$ cat src/rtl/spi_master_ctrl.sv
// SPI master frame engine: accepts one {op,data} command at a time and sends it as an
// 11-bit-time frame on SS_n/MOSI, optionally followed by a turnaround and an 8-bit MISO read.
module spi_master_ctrl #(
  parameter int unsigned RD_LATENCY = 2,
  parameter int unsigned GAP        = 1
) (
  input  logic       clk,
  input  logic       rst,
  input  logic       cmd_valid,
  output logic       cmd_ready,
  input  logic [1:0] cmd_op,
  input  logic [7:0] cmd_data,
  output logic       rsp_valid,
  output logic [7:0] rsp_data,
  output logic       busy,
  output logic       SS_n,
  output logic       MOSI,
  input  logic       MISO
);

  // state  | meaning
  // IDLE   | SS_n high, waiting for a command
  // START  | SS_n low, MOSI carries the read/write selector (op[1])
  // SHIFT  | 10 frame bits {op,data}, MSB first
  // TURN   | RD_DATA only: RD_LATENCY cycles before the slave answers
  // READ   | 8 MISO samples, MSB first
  // GAP_ST | SS_n high for GAP cycles before the next frame
  typedef enum logic [2:0] {IDLE, START, SHIFT, TURN, READ, GAP_ST} state_t;

  localparam logic [3:0] C_SHIFT_LAST = 4'd9;
  localparam logic [3:0] C_READ_LAST  = 4'd7;
  localparam logic [3:0] C_TURN_LAST  = 4'(RD_LATENCY - 1);
  localparam logic [3:0] C_GAP_LAST   = 4'(GAP - 1);
  localparam logic [1:0] C_OP_RD_DATA = 2'b11;

  state_t     r_state;
  state_t     w_state_nxt;
  logic [3:0] r_cnt;
  logic [3:0] w_cnt_nxt;
  logic [9:0] r_frame;
  logic [9:0] w_frame_nxt;
  logic [6:0] r_shift;
  logic [7:0] r_rsp_data;
  logic       r_cmd_ready;
  logic       r_rsp_valid;
  logic       r_busy;
  logic       r_ss_n;
  logic       r_mosi;
  logic       w_accept;
  logic       w_cnt_done;
  logic       w_ss_n_nxt;
  logic       w_mosi_nxt;

  assign w_accept   = cmd_valid && r_cmd_ready;
  assign w_cnt_done = (r_cnt == 4'd0);

  // Every phase timer counts down to zero; the terminal count moves to the next phase.
  always_comb begin
    w_state_nxt = r_state;
    w_cnt_nxt   = r_cnt;
    w_frame_nxt = r_frame;
    case (r_state)
      IDLE: begin
        if (w_accept) begin
          w_state_nxt = START;
          w_frame_nxt = {cmd_op, cmd_data};
          w_cnt_nxt   = 4'd0;
        end
      end
      START: begin
        w_state_nxt = SHIFT;
        w_cnt_nxt   = C_SHIFT_LAST;
      end
      SHIFT: begin
        if (!w_cnt_done) begin
          w_cnt_nxt = r_cnt - 4'd1;
        end else if (r_frame[9:8] == C_OP_RD_DATA) begin
          w_state_nxt = TURN;
          w_cnt_nxt   = C_TURN_LAST;
        end else begin
          w_state_nxt = GAP_ST;
          w_cnt_nxt   = C_GAP_LAST;
        end
      end
      TURN: begin
        if (!w_cnt_done) begin
          w_cnt_nxt = r_cnt - 4'd1;
        end else begin
          w_state_nxt = READ;
          w_cnt_nxt   = C_READ_LAST;
        end
      end
      READ: begin
        if (!w_cnt_done) begin
          w_cnt_nxt = r_cnt - 4'd1;
        end else begin
          w_state_nxt = GAP_ST;
          w_cnt_nxt   = C_GAP_LAST;
        end
      end
      GAP_ST: begin
        if (!w_cnt_done) begin
          w_cnt_nxt = r_cnt - 4'd1;
        end else begin
          w_state_nxt = IDLE;
          w_cnt_nxt   = 4'd0;
        end
      end
      default: begin
        w_state_nxt = IDLE;
        w_cnt_nxt   = 4'd0;
      end
    endcase
  end

  // Pin values are decoded from the next state so SS_n/MOSI leave a flop in step with the state.
  always_comb begin
    w_ss_n_nxt = 1'b1;
    w_mosi_nxt = 1'b0;
    case (w_state_nxt)
      START: begin
        w_ss_n_nxt = 1'b0;
        w_mosi_nxt = w_frame_nxt[9];
      end
      SHIFT: begin
        w_ss_n_nxt = 1'b0;
        w_mosi_nxt = w_frame_nxt[w_cnt_nxt];
      end
      TURN, READ: begin
        w_ss_n_nxt = 1'b0;
      end
      default: begin
        w_ss_n_nxt = 1'b1;
        w_mosi_nxt = 1'b0;
      end
    endcase
  end

  always_ff @(posedge clk) begin
    if (rst) begin
      r_state     <= IDLE;
      r_cnt       <= 4'd0;
      r_frame     <= 10'd0;
      r_shift     <= 7'd0;
      r_cmd_ready <= 1'b0;
      r_busy      <= 1'b0;
      r_ss_n      <= 1'b1;
      r_mosi      <= 1'b0;
      r_rsp_valid <= 1'b0;
      r_rsp_data  <= 8'h00;
    end else begin
      r_state     <= w_state_nxt;
      r_cnt       <= w_cnt_nxt;
      r_frame     <= w_frame_nxt;
      r_cmd_ready <= (w_state_nxt == IDLE);
      r_busy      <= (w_state_nxt != IDLE);
      r_ss_n      <= w_ss_n_nxt;
      r_mosi      <= w_mosi_nxt;
      r_rsp_valid <= 1'b0;
      if (r_state == READ) begin
        r_shift <= {r_shift[5:0], MISO};
        if (w_cnt_done) begin
          r_rsp_valid <= 1'b1;
          r_rsp_data  <= {r_shift, MISO};
        end
      end
    end
  end

  assign cmd_ready = r_cmd_ready;
  assign busy      = r_busy;
  assign SS_n      = r_ss_n;
  assign MOSI      = r_mosi;
  assign rsp_valid = r_rsp_valid;
  assign rsp_data  = r_rsp_data;

endmodule

$ cat config.mk
export PLATFORM = sky130hd
export DESIGN_NAME = spi_master_ctrl
export DESIGN_NICKNAME = d
export VERILOG_FILES = /design/src/rtl/spi_master_ctrl.sv
export SDC_FILE = /design/constraint.sdc
export NUM_CORES = 1
export LEC_CHECK = 0
export CAP_MARGIN = 10
export CORE_AREA = 2 2 60 62
export DETAILED_ROUTE_END_ITERATION = 7
export DIE_AREA = 0 0 62 64
export GPL_TIMING_DRIVEN = 0
export PLACE_DENSITY = 0.79
export SETUP_SLACK_MARGIN = 0.2
export SYNTH_ARGS = -nofsm -noshare
export SYNTH_HDL_FRONTEND = slang
export SYNTH_SLANG_ARGS = --single-unit
export TNS_END_PERCENT = 50
$ cat constraint.sdc
create_clock -name clk -period 3.65 [get_ports clk]
set_input_delay 0.365 -clock clk [delete_from_list [all_inputs] [get_ports clk]]
set_output_delay 0.365 -clock clk [all_outputs]
set_load 0.02 [all_outputs]
==> results.sh <==
export IMPL_grt_usage=0.212
export IMPL_clk_latency_ps=350
export IMPL_seq_area_frac_synth=0.429
export IMPL_p_leak_nw=0.743
export IMPL_avgSynthCellArea_um2=8.31
export IMPL_cts_tree="done"
export IMPL_tightest_slew_ps=643
export IMPL_post_synth_top_count_cell="dfxtp_1"
export IMPL_synth_area_leaders="dfxtp_1 (43%), a21oi_1 (7.5%), nand2_1 (7.4%)"
export IMPL_synth_edf_count=0
export IMPL_critPathLaunchType="flip-flop"
export IMPL_totalWireLength_um=3740
export IMPL_grt_max_degree=12
export IMPL_die_area_um2=3970
export IMPL_crit_fanout=9
export IMPL_synth_area_um2=1730
export IMPL_antenna_cells=0
export IMPL_clock_path_buffers=2
export IMPL_slew_headroom=0.568
export IMPL_drive_above_1_share=0.0830
export IMPL_htreeDepth=2
export IMPL_slew_viol_final=0
export IMPL_final_antenna_net_count=0
export IMPL_async_flop_share=0
export IMPL_final_cell_count_no_fill=287
export IMPL_postCtsHoldBufs=0
export IMPL_fin_nets=256
export IMPL_period_needed_ps=2440
export IMPL_ir_worst_vdd_mv=0.328
export IMPL_synth_cells=208
export IMPL_crit_arrival_ps=2670
export IMPL_synth_nets=223
export IMPL_grt_pass1_wl_um=6240
export IMPL_p_int_mw=0.831
export IMPL_holdWs_ps=460
export IMPL_hpwlAfterDp_um=2720
export IMPL_slowest_stage="a21boi_0"
export IMPL_p_sw_mw=0.492
export IMPL_syn2layout_area_growth_pct=22.6
export IMPL_grt_pass1_vias=1406
export IMPL_combPwrFrac=0.415
export IMPL_wl_per_cell_um=13.0
export IMPL_setup_viol=0
export IMPL_fin_area_um2=2120
export IMPL_placed_cells=280
export IMPL_cp_buffers_inverters=2
export IMPL_pwr_density_cell_nw_per_um2=625
export IMPL_status="finished, final reports clean"
export IMPL_crit_chain="inv_1, ha_1, or3b_1, buf_6, a21o_1, a21boi_0, o211ai_1, a211oi_1, a211oi_2"
export IMPL_cts_root_buf="clkbuf_4"
export IMPL_report_final_hold_viol_count=0
export IMPL_die_h_um=64
export IMPL_clkSinkCount=37
export IMPL_antenna_found_initial=0
export IMPL_gr_total_overflow=0
export IMPL_ys_seq_elements=37
export IMPL_hold_path_class="flip-flop to flip-flop"
export IMPL_rsz0062_at_grt="false"
export IMPL_vias_per_cell=5.51
export IMPL_cts_buffers=5
export IMPL_place_area_um2=2050
export IMPL_maxCapViolCount=0
export IMPL_firstDrtPassIters=4
export IMPL_drtIter0Drc=74
export IMPL_p_sw_frac=0.372
export IMPL_end_kind="flip-flop"
export IMPL_clockPowerShare=0.206
export IMPL_critical_path_required_ps=3880
export IMPL_path_class="flip-flop to flip-flop"
export IMPL_fillers=306
export IMPL_synth_top_cells_by_count="dfxtp_1 (37), nand2_1 (34), a21oi_1 (26), nor2_1 (17), clkbuf_1 (12)"
export IMPL_synth_top_cell_by_area="dfxtp_1"
export IMPL_synth_top_area_frac=0.429
export IMPL_slowest_delay_ps=440
export IMPL_rows=21
export IMPL_core_area_um2=3280
export IMPL_path_clk_slew_ps=100
export IMPL_die_x_um=62
export IMPL_post_route_period_util=0.669
export IMPL_synth_cell_type_count=47
export IMPL_portBuffers=26
export IMPL_drc_errors=0
export IMPL_io_pins=27
export IMPL_fin_tns_setup_ps=0
export IMPL_yosysWarnings=0
export IMPL_post_cts_resized=0
export IMPL_ys_flop_type="dfxtp_1"
export IMPL_fmax_ghz=0.410
export IMPL_p_seq_frac=0.379
export IMPL_cpLargestDelayFamily="compound AO/OA/AOI/OAI gates"
export IMPL_clock_skew_ps=16.3
export IMPL_gp_congestion=0.883
export IMPL_cts_setup_buffers=0
export IMPL_via_count=1581
export IMPL_start_util=0.526
-- stage by stage --
step	utilization	power (mW)	setup slack, ps
2_1_floorplan	-	0.910	1410
3_3_place_gp	0.623	1.05	973
3_5_place_dp	0.623	1.05	946
4_1_cts	0.645	1.32	1220
5_1_grt	0.645	1.41	1130
6_report	0.645	1.32	1210
-- cell usage in the layout, fill, tap and decap left out, types with 3 or more instances in the layout --
| cell | instances |
|---|---|
| a31oi_1 | 4 |
| nand2_1 | 34 |
| clkdlybuf4s50_1 | 26 |
| nor2_1 | 17 |
| o21ai_0 | 4 |
| nor3_1 | 5 |
| clkbuf_1 | 12 |
| nor3b_1 | 3 |
| a211oi_1 | 4 |
| a21oi_1 | 26 |
| nand3_1 | 9 |
| mux2i_1 | 8 |
| inv_1 | 5 |
| clkbuf_4 | 5 |
| dfxtp_1 | 37 |
-- final cells by class --
type	instances	area, µm²	share of cell area
Buffer	14	61.3	0.0289
Clock buffer	5	37.5	0.0177
Clock inverter	2	35.0	0.0165
Inverter	5	18.8	0.00886
Multi-Input combinational cell	152	907	0.428
Sequential cell	37	741	0.350
Tap cell	46	57.6	0.0272
Timing Repair Buffer	26	260	0.123
-- worst reg2reg max path: stages (launching register included) --
cell and delay, ps:
dfxtp_1 340, inv_1 80, ha_1 230, or3b_1 380
buf_6 150, a21o_1 180, a21boi_0 440, o211ai_1 140
a211oi_1 310, a211oi_2 80
-- power groups by stage --
stage	sequential, mW	combinational, mW	clock [mW]
after floorplan	0.521	0.389	0
after global placement	0.508	0.538	0
after detailed placement	0.510	0.543	0
after CTS	0.501	0.547	0.277
after global routing	0.510	0.607	0.297
final	0.501	0.549	0.273
-- logic make-up (layout without fill, tap and decap cells) --
family,after synthesis,in the layout,synth area share
AND/OR/NAND/NOR,85,85,0.248
AO/OA/AOI/OAI,55,55,0.207
flip-flops,37,37,0.429
buffers and inverters,19,52,0.0463
multiplexers,9,9,0.0529
XOR/XNOR,2,2,0.0101
adder cells (fa/ha/maj),1,1,0.00724
-- path summary, 6_finish.rpt --
check / from / endpoint / slack [ps] / depth (start not counted)
max: r_cnt[0]$_SDFF_PP0_ / MOSI$_SDFF_PP0_ / 1210 / 9
min: r_frame[1]$_SDFF_PP0_ / r_frame[1]$_SDFF_PP0_ / 460 / 2
max reg2reg: r_cnt[0]$_SDFF_PP0_ / MOSI$_SDFF_PP0_ / 1210 / 9
min reg2reg: r_frame[1]$_SDFF_PP0_ / r_frame[1]$_SDFF_PP0_ / 460 / 2
-- metal layers --
layer / track usage / up-vias / part of all wire
met4: 0.0718 / 0 / 0.018
met5: 0 / - / 0
li1: - / 797 / -
met3: 0.0547 / 6 / 0.041
met1: 0.284 / 745 / 0.48
met2: 0.324 / 33 / 0.46
-- flip-flops by register name, summed over array words and instances (netlist names) --
name / cells
busy: 1
MOSI: 1
rsp_valid: 1
cmd_ready: 1
r_cnt: 4
r_state: 3
rsp_data: 8
SS_n: 1
r_frame: 10
r_shift: 7
(Power assumes the default switching activity.)
